==> src/rtl/truth_table_checker_pkg.sv <==
// Shared definitions for the truth-table checker.
//   state_t    : sweep FSM states (IDLE/HOLD/SAMPLE/DONE)
//   vec_count  : number of input vectors for an N_IN-input unit (2^N_IN)
//   XOR3, MAJ3 : reference truth tables for the 3-input exercises
//   CNT_W      : settle counter width (covers SETTLE up to 15)
package checker_pkg;

  typedef enum logic [1:0] {
    IDLE   = 2'd0,
    HOLD   = 2'd1,
    SAMPLE = 2'd2,
    DONE   = 2'd3
  } state_t;

  localparam int unsigned CNT_W = 4;

  // Bit i of a truth table is the expected Y for input vector i (A = MSB).
  localparam logic [7:0] XOR3 = 8'b1001_0110;
  localparam logic [7:0] MAJ3 = 8'b1110_1000;

  function automatic int unsigned vec_count(input int unsigned n_in);
    return 32'd1 << n_in;
  endfunction

endpackage

==> src/rtl/truth_table_checker_settle_timer.sv <==
// settle_timer: loadable down-counter for the per-vector settle window.
//   clk, rst_n : clock, asynchronous active-low reset
//   load       : reload the counter with SETTLE-1 (start of a vector window)
//   expire     : high once the counter has reached zero
// With SETTLE=1 the counter loads zero, so expire is high in the first
// hold cycle and each vector gets one hold cycle plus one sample cycle.
module settle_timer
  import checker_pkg::*;
#(
  parameter int unsigned SETTLE = 1
) (
  input  logic clk,
  input  logic rst_n,
  input  logic load,
  output logic expire
);

  localparam logic [CNT_W-1:0] RELOAD = CNT_W'(SETTLE - 1);

  logic [CNT_W-1:0] cnt;

  always_ff @(posedge clk or negedge rst_n) begin
    if (!rst_n) begin
      cnt <= '0;
    end else if (load) begin
      cnt <= RELOAD;
    end else if (cnt != '0) begin
      cnt <= cnt - 1'b1;
    end
  end

  assign expire = (cnt == '0);

endmodule

==> config.mk <==
export PLATFORM = sky130hd
export DESIGN_NAME = settle_timer
export DESIGN_NICKNAME = d
export VERILOG_FILES = /design/src/rtl/truth_table_checker_pkg.sv /design/src/rtl/truth_table_checker_settle_timer.sv
export SDC_FILE = /design/constraint.sdc
export NUM_CORES = 1
export LEC_CHECK = 0
export CAP_MARGIN = 20
export CORE_AREA = 2 2 39 41
export DETAILED_ROUTE_END_ITERATION = 6
export DIE_AREA = 0 0 41 43
export GPL_TIMING_DRIVEN = 0
export MAX_ROUTING_LAYER = met4
export PLACE_DENSITY = 0.41
export SYNTH_ARGS = -nofsm -noshare
export SYNTH_HDL_FRONTEND = slang
export SYNTH_SLANG_ARGS = --single-unit
==> constraint.sdc <==
create_clock -name clk -period 2.2 [get_ports clk]
set_input_delay 0.22 -clock clk [delete_from_list [all_inputs] [get_ports clk]]
set_output_delay 0.22 -clock clk [all_outputs]
set_load 0.005 [all_outputs]
==> results of run 1 <==
-- critical path, cell delays in order, from the launching register on --
cell	delay, ns
dfrtp_1	0.36
inv_1	0.11
ha_1	0.21
nor3b_4	0.26
clkdlybuf4s50_1	0.54
-- metrics by stage --
step                      hold WS, ns  utilization [%]  cell area [µm²]  std cells  power, mW
final                          0.1880            21.70            300.3         44     0.4565
after global routing           0.1892            21.70            300.3         44     0.5101
after CTS                      0.1794            21.70            300.3         44     0.4720
after detailed placement       0.4343            20.07            277.8         41     0.3737
after global placement         0.4316            20.07            277.8         41     0.3721
after floorplan              -0.07559                -            227.7         22     0.3054
-- cell usage after synthesis (all sizes together) --
master  number  area (µm²)
nor2         3       11.26
mux2i        1       10.01
nor3         1       5.000
ha           2       25.02
inv          2       7.510
nand3b       1       7.510
a21oi        2       10.01
or2          1       6.260
nand2b       1       6.260
nor3b        1       18.77
dfrtp        4       100.1
or2b         1       7.510
nand2        1       3.750
xnor2        1       8.760
-- logic make-up after synthesis --
group                      synth area share [%]
xor gates and xnor gates                  3.847
muxes                                     4.396
and+or+nand+nor                           29.12
adders and majority gates                 10.99
buffers and inverters                     3.298
AOI/OAI and AO/OA                         4.396
DFF                                       43.96
-- layer usage --
layer	global-route usage (%)	up-vias	share of wire [%]
met2	7.813	4	50
met4	6.000	0	0
li1	-	85	-
met1	7.492	76	44
met5	-	-	0
met3	3.141	0	5.7
-- final timing paths --
kind	from	to	cells after the start
min reg2reg	cnt[1]$_DFFE_PN0P_	cnt[1]$_DFFE_PN0P_	2
max reg2reg	cnt[0]$_DFFE_PN0P_	cnt[0]$_DFFE_PN0P_	5
max	cnt[0]$_DFFE_PN0P_	expire	4
max in group asynchronous	rst_n	cnt[2]$_DFFE_PN0P_	1
min	rst_n	cnt[0]$_DFFE_PN0P_	1
min in group clk	cnt[1]$_DFFE_PN0P_	cnt[1]$_DFFE_PN0P_	2
-- layout make-up --
type	count	area, µm²
Fill cell	156	1084
Multi-Input combinational cell	16	120.1
Sequential cell	4	100.1
Timing Repair Buffer	3	30.03
Clock buffer	3	22.52
Tap cell	16	20.02
Inverter	2	7.507
-- power by group --
group / switching, mW / leakage [nW] / internal [mW]
registers: 0.0314 / 0.0527 / 0.105
logic: 0.0949 / 0.0661 / 0.135
clock network: 0.0291 / 0.0138 / 0.0610
total: 0.155 / 0.133 / 0.301
==> flow_metrics.py, run 1 <==
metrics = {
    "placement": {
        "port_buffers": 3,
        "dp.final_hpwl_um": 301.8,
        "dp_slack_ns": 0.4897,
        "gp_congestion": 0.6262,
    },
    "finish": {
        "largest_reg_flops": 4,
        "drive_gt1_share_pct": 14.29,
        "nets": 35,
        "layout_common_cells": "dfrtp_1, nor2_1, clkbuf_4, clkdlybuf4s50_1",
        "area_growth_pct": 31.87,
        "top_register": "cnt",
        "diodes": 0,
        "final_common_cell": "dfrtp_1",
        "reg_top3": "cnt x4",
    },
    "logic_synthesis": {
        "synthDistinctLibCells": 14,
        "synth-seq-cells": 4,
        "avgSynthCellArea_um2": 10.35,
        "synth.yosys.seq_area_share_pct": 43.96,
        "syn_area_um2": 227.7,
        "ys.warnings.count": 0,
        "synth_nets": 27,
        "netlist_instances": 22,
    },
    "floorplan": {
        "rows": 14,
        "coreArea_mm2": 0.001384,
        "die_w_um": 41,
        "die-area_mm2": 0.001763,
        "die_h_um": 43,
        "start_util_pct": 16.46,
        "ios": 4,
    },
    "clocking": {
        "cts_tree": "done",
        "cts.sinks": 4,
        "cts-root-buf": "clkbuf_4",
        "numCtsBuffers": 3,
        "htree_levels": 1,
        "cts.path.max_buffers": 2,
        "cts_resized": 0,
        "clk_pin_slew_worst_paths_ns": 0.04,
        "ctsHoldBuffers": 0,
        "post-cts-setup-buffer-count": 0,
        "clkLatencyLatePin_ns": 0.23,
    },
    "critical_path": {
        "crit_type": "reg2out",
        "cp.arrival_ns": 1.72,
        "critPathLaunchType": "flop",
        "reg2reg_slack_ns": 0.94,
        "cp_max_fo": 4,
        "endpoint_kind": "output pin",
        "required_ns": 1.98,
    },
    "global_routing": {
        "track_usage_pct": 6.508,
        "antenna_found_initial": 0,
        "grt_max_degree": 5,
        "first_global_vias": 179,
        "overflow": 0,
        "grt_first_pass_wirelength_um": 703,
    },
    "sta": {
        "finClkSkew_ns": 0.0009069,
        "period_minus_slack_ns": 1.936,
        "drv_slew": 0,
        "final.period_utilization_pct": 88.02,
        "finalSetupTns_ns": 0,
        "worst_pin_slew_ns": 0.2213,
        "setup_viol": 0,
        "clock.fmax_ghz": 0.5164,
        "hold_violations": 0,
        "slew_headroom_pct": 85.13,
        "rsz0062_at_grt": "false",
        "layout_setup_ws_ns": 0.2636,
    },
    "power": {
        "leakage_nw": 0.1326,
        "ir_worst_vdd_uv": 338.5,
        "p_per_area_mw_per_mm2": 1520,
    },
    "detailed_routing": {
        "route.detailed.drc": 0,
        "viasPerCell": 3.750,
        "wl_per_cell_um": 8.341,
        "drtAntennaViolNets": 0,
        "drt_first_pass_iters": 1,
        "first_iter_violations": 0,
        "via_count": 165,
        "drt_wl_total_um": 367,
    },
    "status": {
        "status": "finished, final reports clean",
    },
    "run": {
        "cap_violations": 0,
    },
    "hold_path": {
        "hold_path.class": "in2async",
    },
}
No activity file was read; power rests on OpenSTA's default activity.
==> inputs of run 2 (changes only) <==
- PLACE_DENSITY: 0.41 -> 0.31
==> flow_metrics.py, run 2 (same netlist as run 1, synthesis figures left out) <==
metrics = {
    "finish": {
        "layout_common_cells": "dfrtp_1, nor2_1, clkbuf_4, clkdlybuf4s50_1",
        "area_growth_pct": 31.87,
        "nets": 35,
        "final_common_cell": "dfrtp_1",
        "drive_gt1_share_pct": 14.29,
        "fillers": 153,
        "top_register": "cnt",
        "diodes": 0,
        "utilization_pct": 21.70,
        "reg_top3": "cnt x4",
        "largest_reg_flops": 4,
    },
    "power": {
        "combPwrFrac_pct": 51.1,
        "clockPowerShare_pct": 18.8,
        "swShare_pct": 33.93,
        "leakage_nw": 0.1326,
        "ir_worst_vdd_uv": 465.1,
        "p_per_area_mw_per_mm2": 1521,
        "p_sw_mw": 0.1550,
        "internal_power_mw": 0.3018,
        "p_seq_share_pct": 30.1,
    },
    "clocking": {
        "cts.path.max_buffers": 2,
        "ctsHoldBuffers": 0,
        "clkLatencyLatePin_ns": 0.23,
        "cts_resized": 0,
        "post-cts-setup-buffer-count": 0,
        "clk_pin_slew_worst_paths_ns": 0.03,
        "htree_levels": 1,
        "cts_tree": "done",
        "cts.sinks": 4,
        "numCtsBuffers": 3,
        "cts-root-buf": "clkbuf_4",
    },
    "detailed_routing": {
        "wl_met1_um": 172,
        "via_count": 157,
        "drt_wl_total_um": 362,
        "route.detailed.drc": 0,
        "first_iter_violations": 2,
        "wl_per_cell_um": 8.227,
        "met2_wirelength_um": 167,
        "route.met3.wl_um": 23,
        "top_layer": "met3",
        "viasPerCell": 3.568,
        "drtAntennaViolNets": 0,
        "drt_first_pass_iters": 2,
    },
    "sta": {
        "clock.fmax_ghz": 0.5165,
        "slew_headroom_pct": 85.38,
        "setup_viol": 0,
        "finClkSkew_ns": 0.0007454,
        "worst_pin_slew_ns": 0.2191,
        "drv_slew": 0,
        "period_minus_slack_ns": 1.936,
        "rsz0062_at_grt": "false",
        "hold_violations": 0,
        "finalSetupTns_ns": 0,
        "final.period_utilization_pct": 88.01,
    },
    "global_routing": {
        "track_usage_pct": 6.502,
        "grt_max_degree": 5,
        "antenna_found_initial": 0,
        "first_global_vias": 166,
        "grt_first_pass_wirelength_um": 641,
        "overflow": 0,
    },
    "critical_path": {
        "critPathLaunchType": "flop",
        "cp.arrival_ns": 1.72,
        "cp_max_fo": 4,
        "reg2reg_slack_ns": 0.93,
        "required_ns": 1.98,
        "crit_type": "reg2out",
        "endpoint_kind": "output pin",
    },
    "placement": {
        "dp.final_hpwl_um": 297.8,
        "port_buffers": 3,
        "gp_congestion": 0.6993,
    },
    "floorplan": {
        "rows": 14,
        "die_h_um": 43,
        "ios": 4,
        "start_util_pct": 16.46,
        "coreArea_mm2": 0.001384,
        "die-area_mm2": 0.001763,
        "die_w_um": 41,
    },
    "hold_path": {
        "hold_path.class": "in2async",
    },
    "run": {
        "cap_violations": 0,
    },
    "status": {
        "status": "finished, final reports clean",
    },
}
[run 2: area by class of cell]
| class | count | area (µm²) | share of cell area, % |
|---|---|---|---|
| Inverter | 2 | 7.507 | 2.500 |
| Tap cell | 16 | 20.02 | 6.667 |
| Timing Repair Buffer | 3 | 30.03 | 10.00 |
| Multi-Input combinational cell | 16 | 120.1 | 40.00 |
| Clock buffer | 3 | 22.52 | 7.500 |
| Sequential cell | 4 | 100.1 | 33.33 |
[run 2: worst paths after layout]
check	startpoint	to	depth (start not counted)
min in group clk	cnt[1]$_DFFE_PN0P_	cnt[1]$_DFFE_PN0P_	2
hold / removal	rst_n	cnt[0]$_DFFE_PN0P_	1
setup / recovery	cnt[0]$_DFFE_PN0P_	expire	4
max in group asynchronous	rst_n	cnt[2]$_DFFE_PN0P_	1
hold reg to reg	cnt[1]$_DFFE_PN0P_	cnt[1]$_DFFE_PN0P_	2
setup reg to reg	cnt[0]$_DFFE_PN0P_	cnt[0]$_DFFE_PN0P_	5
[run 2: metrics by stage]
step	total power [mW]	area, µm²	instances	hold WS, ns	worst slack [ns]
2_1_floorplan	0.3054	227.7	22	-0.07559	1.017
3_3_place_gp	0.3756	277.8	41	0.4337	0.4814
3_5_place_dp	0.3758	277.8	41	0.4362	0.4956
4_1_cts	0.4679	300.3	44	0.1881	0.2411
5_1_grt	0.5017	300.3	44	0.1897	0.1656
6_report	0.4569	300.3	44	0.1913	0.2638
[run 2: critical path: stages, from the launching register on]
cell and delay (ns):
dfrtp_1 0.37, inv_1 0.11, ha_1 0.20, nor3b_4 0.26, clkdlybuf4s50_1 0.54
[run 2: per-layer routing]
layer / vias to the layer above / global-route usage, %
met5: - / -
met4: 0 / 8.000
met3: 0 / 4.712
met2: 4 / 7.187
met1: 70 / 6.169
li1: 83 / -
[run 2: power groups by stage]
| stage | Sequential (mW) | Clock (mW) | Combinational [mW] |
|---|---|---|---|
| finish | 0.138 | 0.0860 | 0.233 |
| global route | 0.143 | 0.0964 | 0.263 |
| CTS | 0.137 | 0.0918 | 0.239 |
| detailed placement | 0.139 | 0 | 0.237 |
| global placement | 0.139 | 0 | 0.237 |
| floorplan | 0.132 | 0 | 0.173 |
